**config.mk**
```make
export PLATFORM = sky130hd
export DESIGN_NAME = pulse_stretcher_flat
export DESIGN_NICKNAME = d
export VERILOG_FILES = /design/src/rtl/pulse_stretcher_pkg.sv /design/src/rtl/pulse_stretcher_if.sv /design/src/rtl/pulse_stretch_ch.sv /design/src/rtl/pulse_stretcher.sv /design/src/flat_wrapper.sv
export SDC_FILE = /design/constraint.sdc
export NUM_CORES = 1
export LEC_CHECK = 0
export BUFFER_PORTS_ARGS = -buffer_cell sky130_fd_sc_hd__buf_2
export CORE_MARGIN = 4
export CORE_UTILIZATION = 35
export DETAILED_ROUTE_END_ITERATION = 8
export PLACE_DENSITY = 0.55
export SLEW_MARGIN = 40
export SYNTH_ARGS = -nofsm -noshare
export SYNTH_HDL_FRONTEND = slang
export SYNTH_HIERARCHICAL = 1
export SYNTH_SLANG_ARGS = --single-unit
```
**constraint.sdc**
```tcl
create_clock -name clk -period 1.82 [get_ports clk]
set_clock_uncertainty 0.2 [all_clocks]
set_input_delay 0.273 -clock clk [delete_from_list [all_inputs] [get_ports clk]]
set_output_delay 0.273 -clock clk [all_outputs]
set_load 0.05 [all_outputs]
```
**src/rtl/pulse_stretcher_pkg.sv**
```systemverilog
// Shared definitions for the pulse stretcher: channel FSM encoding and default build parameters.
package pulse_stretcher_pkg;

  typedef enum logic [1:0] {
    ST_IDLE = 2'd0,
    ST_HOLD = 2'd1,
    ST_GAP  = 2'd2
  } ch_state_e;

  localparam int NCH_DEF        = 4;
  localparam int DIV_DEF        = 4;
  localparam int HOLD_TICKS_DEF = 3;
  localparam int GAP_TICKS_DEF  = 1;
  localparam int Q_W_DEF        = 2;

  function automatic int max_i(input int a, input int b);
    return (a > b) ? a : b;
  endfunction

endpackage

```
**src/rtl/pulse_stretcher_if.sv**
```systemverilog
// Event-in / level-out bundle of the pulse stretcher; master drives events, slave is the stretcher.
interface pulse_stretcher_if #(
  parameter int NCH = 4
);
  logic [NCH-1:0] pulse_in;
  logic           clr_ovf;
  logic [NCH-1:0] level_out;
  logic [NCH-1:0] busy;
  logic [NCH-1:0] ovf;

  modport master (
    output pulse_in, clr_ovf,
    input  level_out, busy, ovf
  );

  modport slave (
    input  pulse_in, clr_ovf,
    output level_out, busy, ovf
  );
endinterface

```
**src/rtl/pulse_stretch_ch.sv**
```systemverilog
// One stretcher channel: saturating pending-event counter, IDLE/HOLD/GAP window FSM and sticky overflow.
module pulse_stretch_ch
  import pulse_stretcher_pkg::*;
#(
  parameter int HOLD_TICKS = HOLD_TICKS_DEF,
  parameter int GAP_TICKS  = GAP_TICKS_DEF,
  parameter int Q_W        = Q_W_DEF
) (
  input  logic clk,
  input  logic rst_n,
  input  logic tick,
  input  logic pulse,
  input  logic clr_ovf,
  output logic level,
  output logic busy,
  output logic ovf
);

  localparam int TCNT_W = $clog2(max_i(HOLD_TICKS, GAP_TICKS) + 1);
  localparam logic [TCNT_W-1:0] TCNT_ONE = TCNT_W'(1);
  localparam logic [Q_W-1:0]    PEND_ONE = Q_W'(1);
  localparam logic [Q_W-1:0]    PEND_MAX = '1;

  ch_state_e         state_q, state_d;
  logic [TCNT_W-1:0] tcnt_q, tcnt_d;
  logic [Q_W-1:0]    pend_q;
  logic              ovf_q;
  logic              deq;
  logic              drop;

  always_comb begin
    state_d = state_q;
    tcnt_d  = tcnt_q;
    deq     = 1'b0;
    unique case (state_q)
      ST_IDLE: begin
        if (pend_q != '0) begin
          deq     = 1'b1;
          tcnt_d  = TCNT_W'(HOLD_TICKS);
          state_d = ST_HOLD;
        end
      end
      ST_HOLD: begin
        if (tick) begin
          if (tcnt_q == TCNT_ONE) begin
            // A zero gap returns straight to IDLE so a queued event restarts one cycle later.
            if (GAP_TICKS == 0) begin
              state_d = ST_IDLE;
            end else begin
              tcnt_d  = TCNT_W'(GAP_TICKS);
              state_d = ST_GAP;
            end
          end else begin
            tcnt_d = tcnt_q - TCNT_ONE;
          end
        end
      end
      ST_GAP: begin
        if (tick) begin
          if (tcnt_q == TCNT_ONE) begin
            state_d = ST_IDLE;
          end else begin
            tcnt_d = tcnt_q - TCNT_ONE;
          end
        end
      end
      default: state_d = ST_IDLE;
    endcase
  end

  always_ff @(posedge clk or negedge rst_n) begin
    if (!rst_n) begin
      state_q <= ST_IDLE;
      tcnt_q  <= '0;
    end else begin
      state_q <= state_d;
      tcnt_q  <= tcnt_d;
    end
  end

  // A full queue still accepts an event when a dequeue frees a slot the same cycle.
  assign drop = pulse && !deq && (pend_q == PEND_MAX);

  always_ff @(posedge clk or negedge rst_n) begin
    if (!rst_n) begin
      pend_q <= '0;
    end else if (pulse && !deq && !drop) begin
      pend_q <= pend_q + PEND_ONE;
    end else if (deq && !pulse) begin
      pend_q <= pend_q - PEND_ONE;
    end
  end

  always_ff @(posedge clk or negedge rst_n) begin
    if (!rst_n) begin
      ovf_q <= 1'b0;
    end else if (drop) begin
      ovf_q <= 1'b1;
    end else if (clr_ovf) begin
      ovf_q <= 1'b0;
    end
  end

  assign level = (state_q == ST_HOLD);
  assign busy  = (state_q != ST_IDLE) || (pend_q != '0);
  assign ovf   = ovf_q;

endmodule

```
**src/rtl/pulse_stretcher.sv**
```systemverilog
// Multi-channel pulse stretcher: shared tick prescaler feeding NCH independent stretcher channels.
module pulse_stretcher
  import pulse_stretcher_pkg::*;
#(
  parameter int NCH        = NCH_DEF,
  parameter int DIV        = DIV_DEF,
  parameter int HOLD_TICKS = HOLD_TICKS_DEF,
  parameter int GAP_TICKS  = GAP_TICKS_DEF,
  parameter int Q_W        = Q_W_DEF
) (
  input  logic             clk,
  input  logic             rst_n,
  pulse_stretcher_if.slave bus
);

  localparam int PS_W = $clog2(DIV);
  localparam logic [PS_W-1:0] PS_ONE  = PS_W'(1);
  localparam logic [PS_W-1:0] PS_LAST = PS_W'(DIV - 1);

  logic [PS_W-1:0] ps_q;
  logic            tick;

  assign tick = (ps_q == PS_LAST);

  always_ff @(posedge clk or negedge rst_n) begin
    if (!rst_n) begin
      ps_q <= '0;
    end else if (tick) begin
      ps_q <= '0;
    end else begin
      ps_q <= ps_q + PS_ONE;
    end
  end

  for (genvar i = 0; i < NCH; i++) begin : g_ch
    pulse_stretch_ch #(
      .HOLD_TICKS (HOLD_TICKS),
      .GAP_TICKS  (GAP_TICKS),
      .Q_W        (Q_W)
    ) u_ch (
      .clk     (clk),
      .rst_n   (rst_n),
      .tick    (tick),
      .pulse   (bus.pulse_in[i]),
      .clr_ovf (bus.clr_ovf),
      .level   (bus.level_out[i]),
      .busy    (bus.busy[i]),
      .ovf     (bus.ovf[i])
    );
  end

endmodule

```
**src/flat_wrapper.sv**
```systemverilog
// flat-port wrapper written by rule: the top's interface ports become plain ports
module pulse_stretcher_flat import pulse_stretcher_pkg::*;
#(
  parameter int NCH        = NCH_DEF,
  parameter int DIV        = DIV_DEF,
  parameter int HOLD_TICKS = HOLD_TICKS_DEF,
  parameter int GAP_TICKS  = GAP_TICKS_DEF,
  parameter int Q_W        = Q_W_DEF
)
  (clk, rst_n, bus_pulse_in, bus_clr_ovf, bus_level_out, bus_busy, bus_ovf);
  pulse_stretcher_if #(.NCH(NCH)) bus_i ();
  input  logic clk;
  input  logic rst_n;
  input wire logic [$bits(bus_i.pulse_in)-1:0] bus_pulse_in;
  input wire logic [$bits(bus_i.clr_ovf)-1:0] bus_clr_ovf;
  output wire logic [$bits(bus_i.level_out)-1:0] bus_level_out;
  output wire logic [$bits(bus_i.busy)-1:0] bus_busy;
  output wire logic [$bits(bus_i.ovf)-1:0] bus_ovf;
  assign bus_i.pulse_in = bus_pulse_in;
  assign bus_i.clr_ovf = bus_clr_ovf;
  assign bus_level_out = bus_i.level_out;
  assign bus_busy = bus_i.busy;
  assign bus_ovf = bus_i.ovf;
  pulse_stretcher #(.NCH(NCH), .DIV(DIV), .HOLD_TICKS(HOLD_TICKS), .GAP_TICKS(GAP_TICKS), .Q_W(Q_W)) u_core (.clk(clk), .rst_n(rst_n), .bus(bus_i));
endmodule
```
* After elaboration in Yosys (flattened, before gate mapping) *
Cells that the tools add are included.
W data, S select, Z words.

word-level totals
  memory bits (writable) = 0
  latch bits = 0
  output and inout port bits = 12
  bits in read-only memories = 0
  word-level logic and storage cells = 205
  memories = 0
  register bits after elaboration = 30

cells by class
  multiply operators = 0
  reductions and logical operators = 64
  div/mod/pow operators = 0
  order comparisons = 0
  bitwise logic cells = 0
  add/sub/neg operators = 13
  muxes and demuxes = 70
  equality and inequality tests = 41
  shifts and indexed selects = 0

operators by type and width
  kind                   count
  $mux W2                49
  $pmux W2 S3            8
  $reduce_and A5 Y1      8
  $reduce_bool A2 Y1     16
  $ne A2 B2 Y1 const B   14
  $ne A2 B1 Y1 const B   10
  $eq A2 B2 Y1 const B   9
  $eq A2 B1 Y1 const B   8
  $logic_and A1 B1 Y1    16
  $sub A2 B1 Y2 const B  8
  $mux W1                13
  $logic_not A1 Y1       12
  $reduce_bool A3 Y1     4
  $add A2 B1 Y2 const B  5
  $logic_not A2 Y1       4
  $logic_or A1 B1 Y1     4

* Longest topological paths before layout *
  word-level depth = 9
  gate-level depth with buffers = 5

* Modules after synthesis *
The synthesis kept the hierarchy.

by module, submodules not included
  module                                       cells each  area an instance (µm²)  seq. area each (µm²)  times used
  pulse_stretch_ch at u_core.g_ch[0].u_ch ...  47          479.2                   175.2                 3
  pulse_stretch_ch at u_core.g_ch[3].u_ch      44          470.5                   175.2                 1
  pulse_stretcher                              4           66.3                    50.0                  1

* Worst setup path before layout *
OpenSTA, ideal clock, no wires.

  kind = reg-to-reg
  from = register u_core.g_ch[0].u_ch.state_q[1]
  to = register u_core.g_ch[0].u_ch.tcnt_q[0]
  cell stages (with the launch flop) = 6
  clock period less this slack = 2.135 ns
  path slack = -0.315 ns
  buffers on the path = 0
  data required time = 1.495 ns
  library setup time = 0.125 ns
  arrival time = 1.810 ns
  cell sequence = dfrtp_1 inv_1 ha_1 or3_2 nand4_1 mux2_2

on the way
  cells in the longest elaborated chain, start to end = 3

RTL lines
  item                                                                 RTL line                source
  start, declared                                                      pulse_stretch_ch.sv:24  ch_state_e state_q, state_d;
  start signal, assigned                                               pulse_stretch_ch.sv:76  state_q <= state_d;
  $eq A2 B1 Y1 (*)                                                     -
  via bus_level_out[0]                                                 flat_wrapper.sv:16      output wire logic [$bits(bus_i.level_out)-1:0] bus_level_out;
  $ne A2 B2 Y1 (no source line) or $reduce_bool A3 Y1 (tied branches)  -
  $reduce_and A5 Y1 (no source line)                                   -
  end signal, assigned                                                 pulse_stretch_ch.sv:77  tcnt_q <= tcnt_d;
  end, declared                                                        pulse_stretch_ch.sv:25  logic [TCNT_W-1:0] tcnt_q, tcnt_d;

The timed path passes the listed nets; every way through them passes the cells marked *.
A chain may end at the register's enable or synchronous reset.

* Worst setup path after layout *
  from = register u_core.g_ch[1].u_ch.state_q[1]
  to = output bus_busy[1]

on the way
  cells in the longest elaborated chain, start to end = 2

RTL lines
  item                    RTL line                 source
  start, declared         pulse_stretch_ch.sv:24
  start signal, assigned  pulse_stretch_ch.sv:76
  $reduce_bool A2 Y1      pulse_stretch_ch.sv:105  assign busy = (state_q != ST_IDLE) || (pend_q != '0);
  $logic_or A1 B1 Y1      pulse_stretch_ch.sv:105
  end, declared           flat_wrapper.sv:17       output wire logic [$bits(bus_i.busy)-1:0] bus_busy;

No other way between the ends.

==> results.md <==
- The flow ran to the end, but the final reports show violations.
- The final reports fail on setup timing.
- The number of filler cells placed in the layout is 500.
- For the worst setup path, the data required time is 1350 ps.
- The post-detailed-placement cell area is 2460 sq um.
- The total grt overflow is 0.
- For this design, the slowest cell found on the critical path is or3b_4.
- Measured against its own limit, the worst slew margin works out to 0.737.
- The die is 83.1 microns tall.
- In this run the static leakage power is 1.39 nW.
- After detailed routing, the total wire length is 4160 microns.
- The number of setup violations in the final report is 13.
- The total core area is 5470 sq um.
- The part of the total power dissipated in the clock network is 0.094.
- The final weighted congestion in routability-driven placement is 0.789.
- The largest stage delay on the critical path is 410 ps.
- The number of enable-type register cells in the synthesized netlist is 0.
- The utilization of the core after routing is 0.531.
- The finished cells cover 2910 sq um.
- The post-route setup TNS is -1040 ps.
- Input and output buffers added on the ports amount to 18.
- The average vias per placed instance is 4.69.
- In this run the power density over the cells is 2040 nW/um^2.
- In the synthesized netlist the async set-or-reset flop fraction comes to 1.00.
- The final-report max-slew violation count is 0.
- For this configuration, the core starts out at a cell density of 0.361.
- The worst hold margin is 61.9 ps.
- The largest buffer count on any clock path is 2.
- The pin count of the biggest net entering global routing is 31.
- The post-detailed-route count of antenna-violating nets is 0.
- In this run, CTS created clock tree buffers numbering 5.
- In the finished design, the share of the clock period the worst path needs comes to 1.08.
- The area share of the leading cell type in the synthesized netlist is 0.380.
- The count of cell types in the netlist is 26.
- In the final routed layout, each cell accounts on average for 12.3 microns.
- The largest fanout of any net on the critical path is 3.
- The worst-case IR drop observed on VDD is 0.821 mV.
- The total via count after detailed routing is 1,585.
- The number of antenna violations at the first check in global routing is 0.
- The synthesized netlist occupies a cell area of 1970 sq um.
- The power dissipated by switching net loads is 2.33 mW.
- For the pin with the worst max-slew slack, the measured transition is 395 ps.
- The die outline width is 83.1 microns.
- Traced cell by cell, the critical path runs through inv_2 -> ha_4 -> or3b_4 -> buf_6.
- Summing all multi-input logic gate instances after layout gives 1290 sq um.
- The tool flagged a number of max-cap violations equal to 0.
- The final hold violation count was 0.
- From synthesis to final layout, the design area changed by 47.3%.
- Setup repair after global routing could not meet its margin everywhere.
- A synthesized cell averages 10.4 sq um.
- The final-stage net count is 301.
- The number of remaining DRC errors is 0.
- The highest clock frequency the design can meet is 507 MHz.
- The arrival time reported for the critical path endpoint is 1500 ps.
- The cell-internal power is 3.60 mW.
- The die area is 6910 sq um.
- During synthesis, Yosys emitted a total of 6 warnings.
- The worst setup path is captured at an output pin.
- The worst setup path is of the reg -> out kind.
- Counting every instance in the synthesized netlist gives 189.
- 19 I/O pins were placed.
- The antenna cell count is 0.
- In the layout the commonest cells are buf_4, dfrtp_1, inv_1.
- The detailed-placement wirelength estimate is 2880 microns.
- The worst hold-check path type is in -> reg.
- The number of nets handed over by synthesis was 225.
- The via count of the first global-routing pass is 1,610.
- The commonest non-fill, non-tap cell in the layout is buf_4.
- The share of post-route cells with drive strength above 1 is 0.462.
- The latest clock arrival within the worst-skew pair is 280 ps.
- The row count is 27.
- Counting I/O delays and the setup requirement, the final critical path takes 1970 ps.
- The clock tree from TritonCTS is done.
- The initial DRC count is 58.
- The H-tree level count is 2.
- The biggest area contributor in the post-synthesis netlist is dfrtp_1.
- The register bit count reported by yosys is 30.
- The first-pass GRT wire length is 7210 microns.
- The sequential-to-total area share from yosys stat is 0.380.
- The part of the total power dissipated in sequential elements is 0.211.
- Sorting the synthesized cells by area gives the leading types as dfrtp_1, ha_1, inv_1.
- In the global route stage, overall resource usage came out at 0.128.
- Registers take 751 sq um.
- After clock tree synthesis, the clock-pin slew on the worst setup and hold paths is 60 ps.
- Of the total power, the share spent switching nets is 0.393.
- Of the total power, combinational logic draws 0.695.
- For this run, the detailed router's first-pass iteration total came to 4.
- The number of sinks driven by the clock tree is 30.
- The kind of launch point of the worst setup path is a flip-flop.
- The top flip-flop cell by instance count after synthesis is dfrtp_1.
- The smallest setup slack after layout is -151 ps.
- The total power is 5.93 mW.
- The cell at the root of the clock tree is clkbuf_8.
-- worst max-delay path, delay by kind of cell (launching register included) --
family	cells	cell delay, ps
AND/OR/NAND/NOR	1	410
adder cells (fa/ha/maj)	1	150
flip-flops	1	390
buffers and inverters	2	270
-- cells in the mapped netlist (all sizes together) (3+ instances only) --
master and count:
a21oi 4, a2bb2oi 3, a32o 3, and2 4, and2b 3, dfrtp 30, ha 29, inv 30
mux2 12, mux2i 5, nand2 11, nand3 3, nand4 4, nor2 4, o211ai 3, o21ai 17
o21bai 4, o221ai 4, o2bb2ai 4, or3 4, or3b 4
-- state kept, by name, indices dropped and copies added (netlist names) --
name / count
u_core/g_ch.u_ch/ovf: 4
u_core/g_ch.u_ch/pend_q: 8
u_core/g_ch.u_ch/state_q: 8
u_core/g_ch.u_ch/tcnt_q: 8
u_core/ps_q: 2
-- through the flow --
stage	std cells	setup WS [ps]
6_report	338	-151
5_1_grt	338	-199
4_1_cts	332	-153
3_5_place_dp	306	-126
3_3_place_gp	306	-102
2_1_floorplan	189	-121
-- routing by layer --
metal  global-route usage  share of wire
met2                0.217           0.49
met3               0.0258          0.024
met1                0.156           0.47
met4               0.0579          0.020
met5                    0              0
-- area by class of cell --
class | instances | share of cell area
multi-input combinational | 129 | 0.445
sequential | 30 | 0.258
timing repair buffer | 69 | 0.195
inverter | 30 | 0.0387
tap | 72 | 0.0310
clock buffer | 7 | 0.0297
clock inverter | 1 | 0.00172
-- power by group through the flow --
stage	clock [mW]	combinational, mW	sequential (mW)
4_1_cts	0.582	3.92	1.25
2_1_floorplan	0	2.25	1.41
5_1_grt	0.611	4.53	1.30
3_3_place_gp	0	3.22	1.29
3_5_place_dp	0	3.25	1.30
6_report	0.556	4.12	1.25
-- logic make-up after synthesis --
kind of cell	share of synthesized area
buf+inv	0.0570
fa+ha+maj	0.184
mux	0.101
xor+xnor	0.00444
simple gates	0.129
compound gates	0.144
flops	0.380
-- repair_timing --
item | CTS | global route
resized for setup | 33 | 10
endpoints found under the setup margin | 17 | 20
pin swaps | 8 | 5
setup buffers | 17 | 7
endpoints found under the hold margin | 30 | 0
hold buffers | 1 | 0
-- worst paths after layout --
path / from / endpoint / slack (ps) / cells past startpoint
max: u_core/g_ch[1].u_ch/state_q[1] / bus_busy[1] / -150 / 4
min: bus_clr_ovf / u_core/g_ch[3].u_ch/ovf / 60 / 2
max reg2reg: u_core/g_ch[0].u_ch/state_q[0] / u_core/g_ch[0].u_ch/tcnt_q[1] / -110 / 5
min reg2reg: u_core/ps_q[0] / u_core/ps_q[0] / 240 / 1
max in group asynchronous: rst_n / u_core/g_ch[2].u_ch/state_q[0] / 790 / 3
min in group asynchronous: rst_n / u_core/g_ch[0].u_ch/pend_q[0] / 340 / 3
Power figures use the tool's default switching activity.
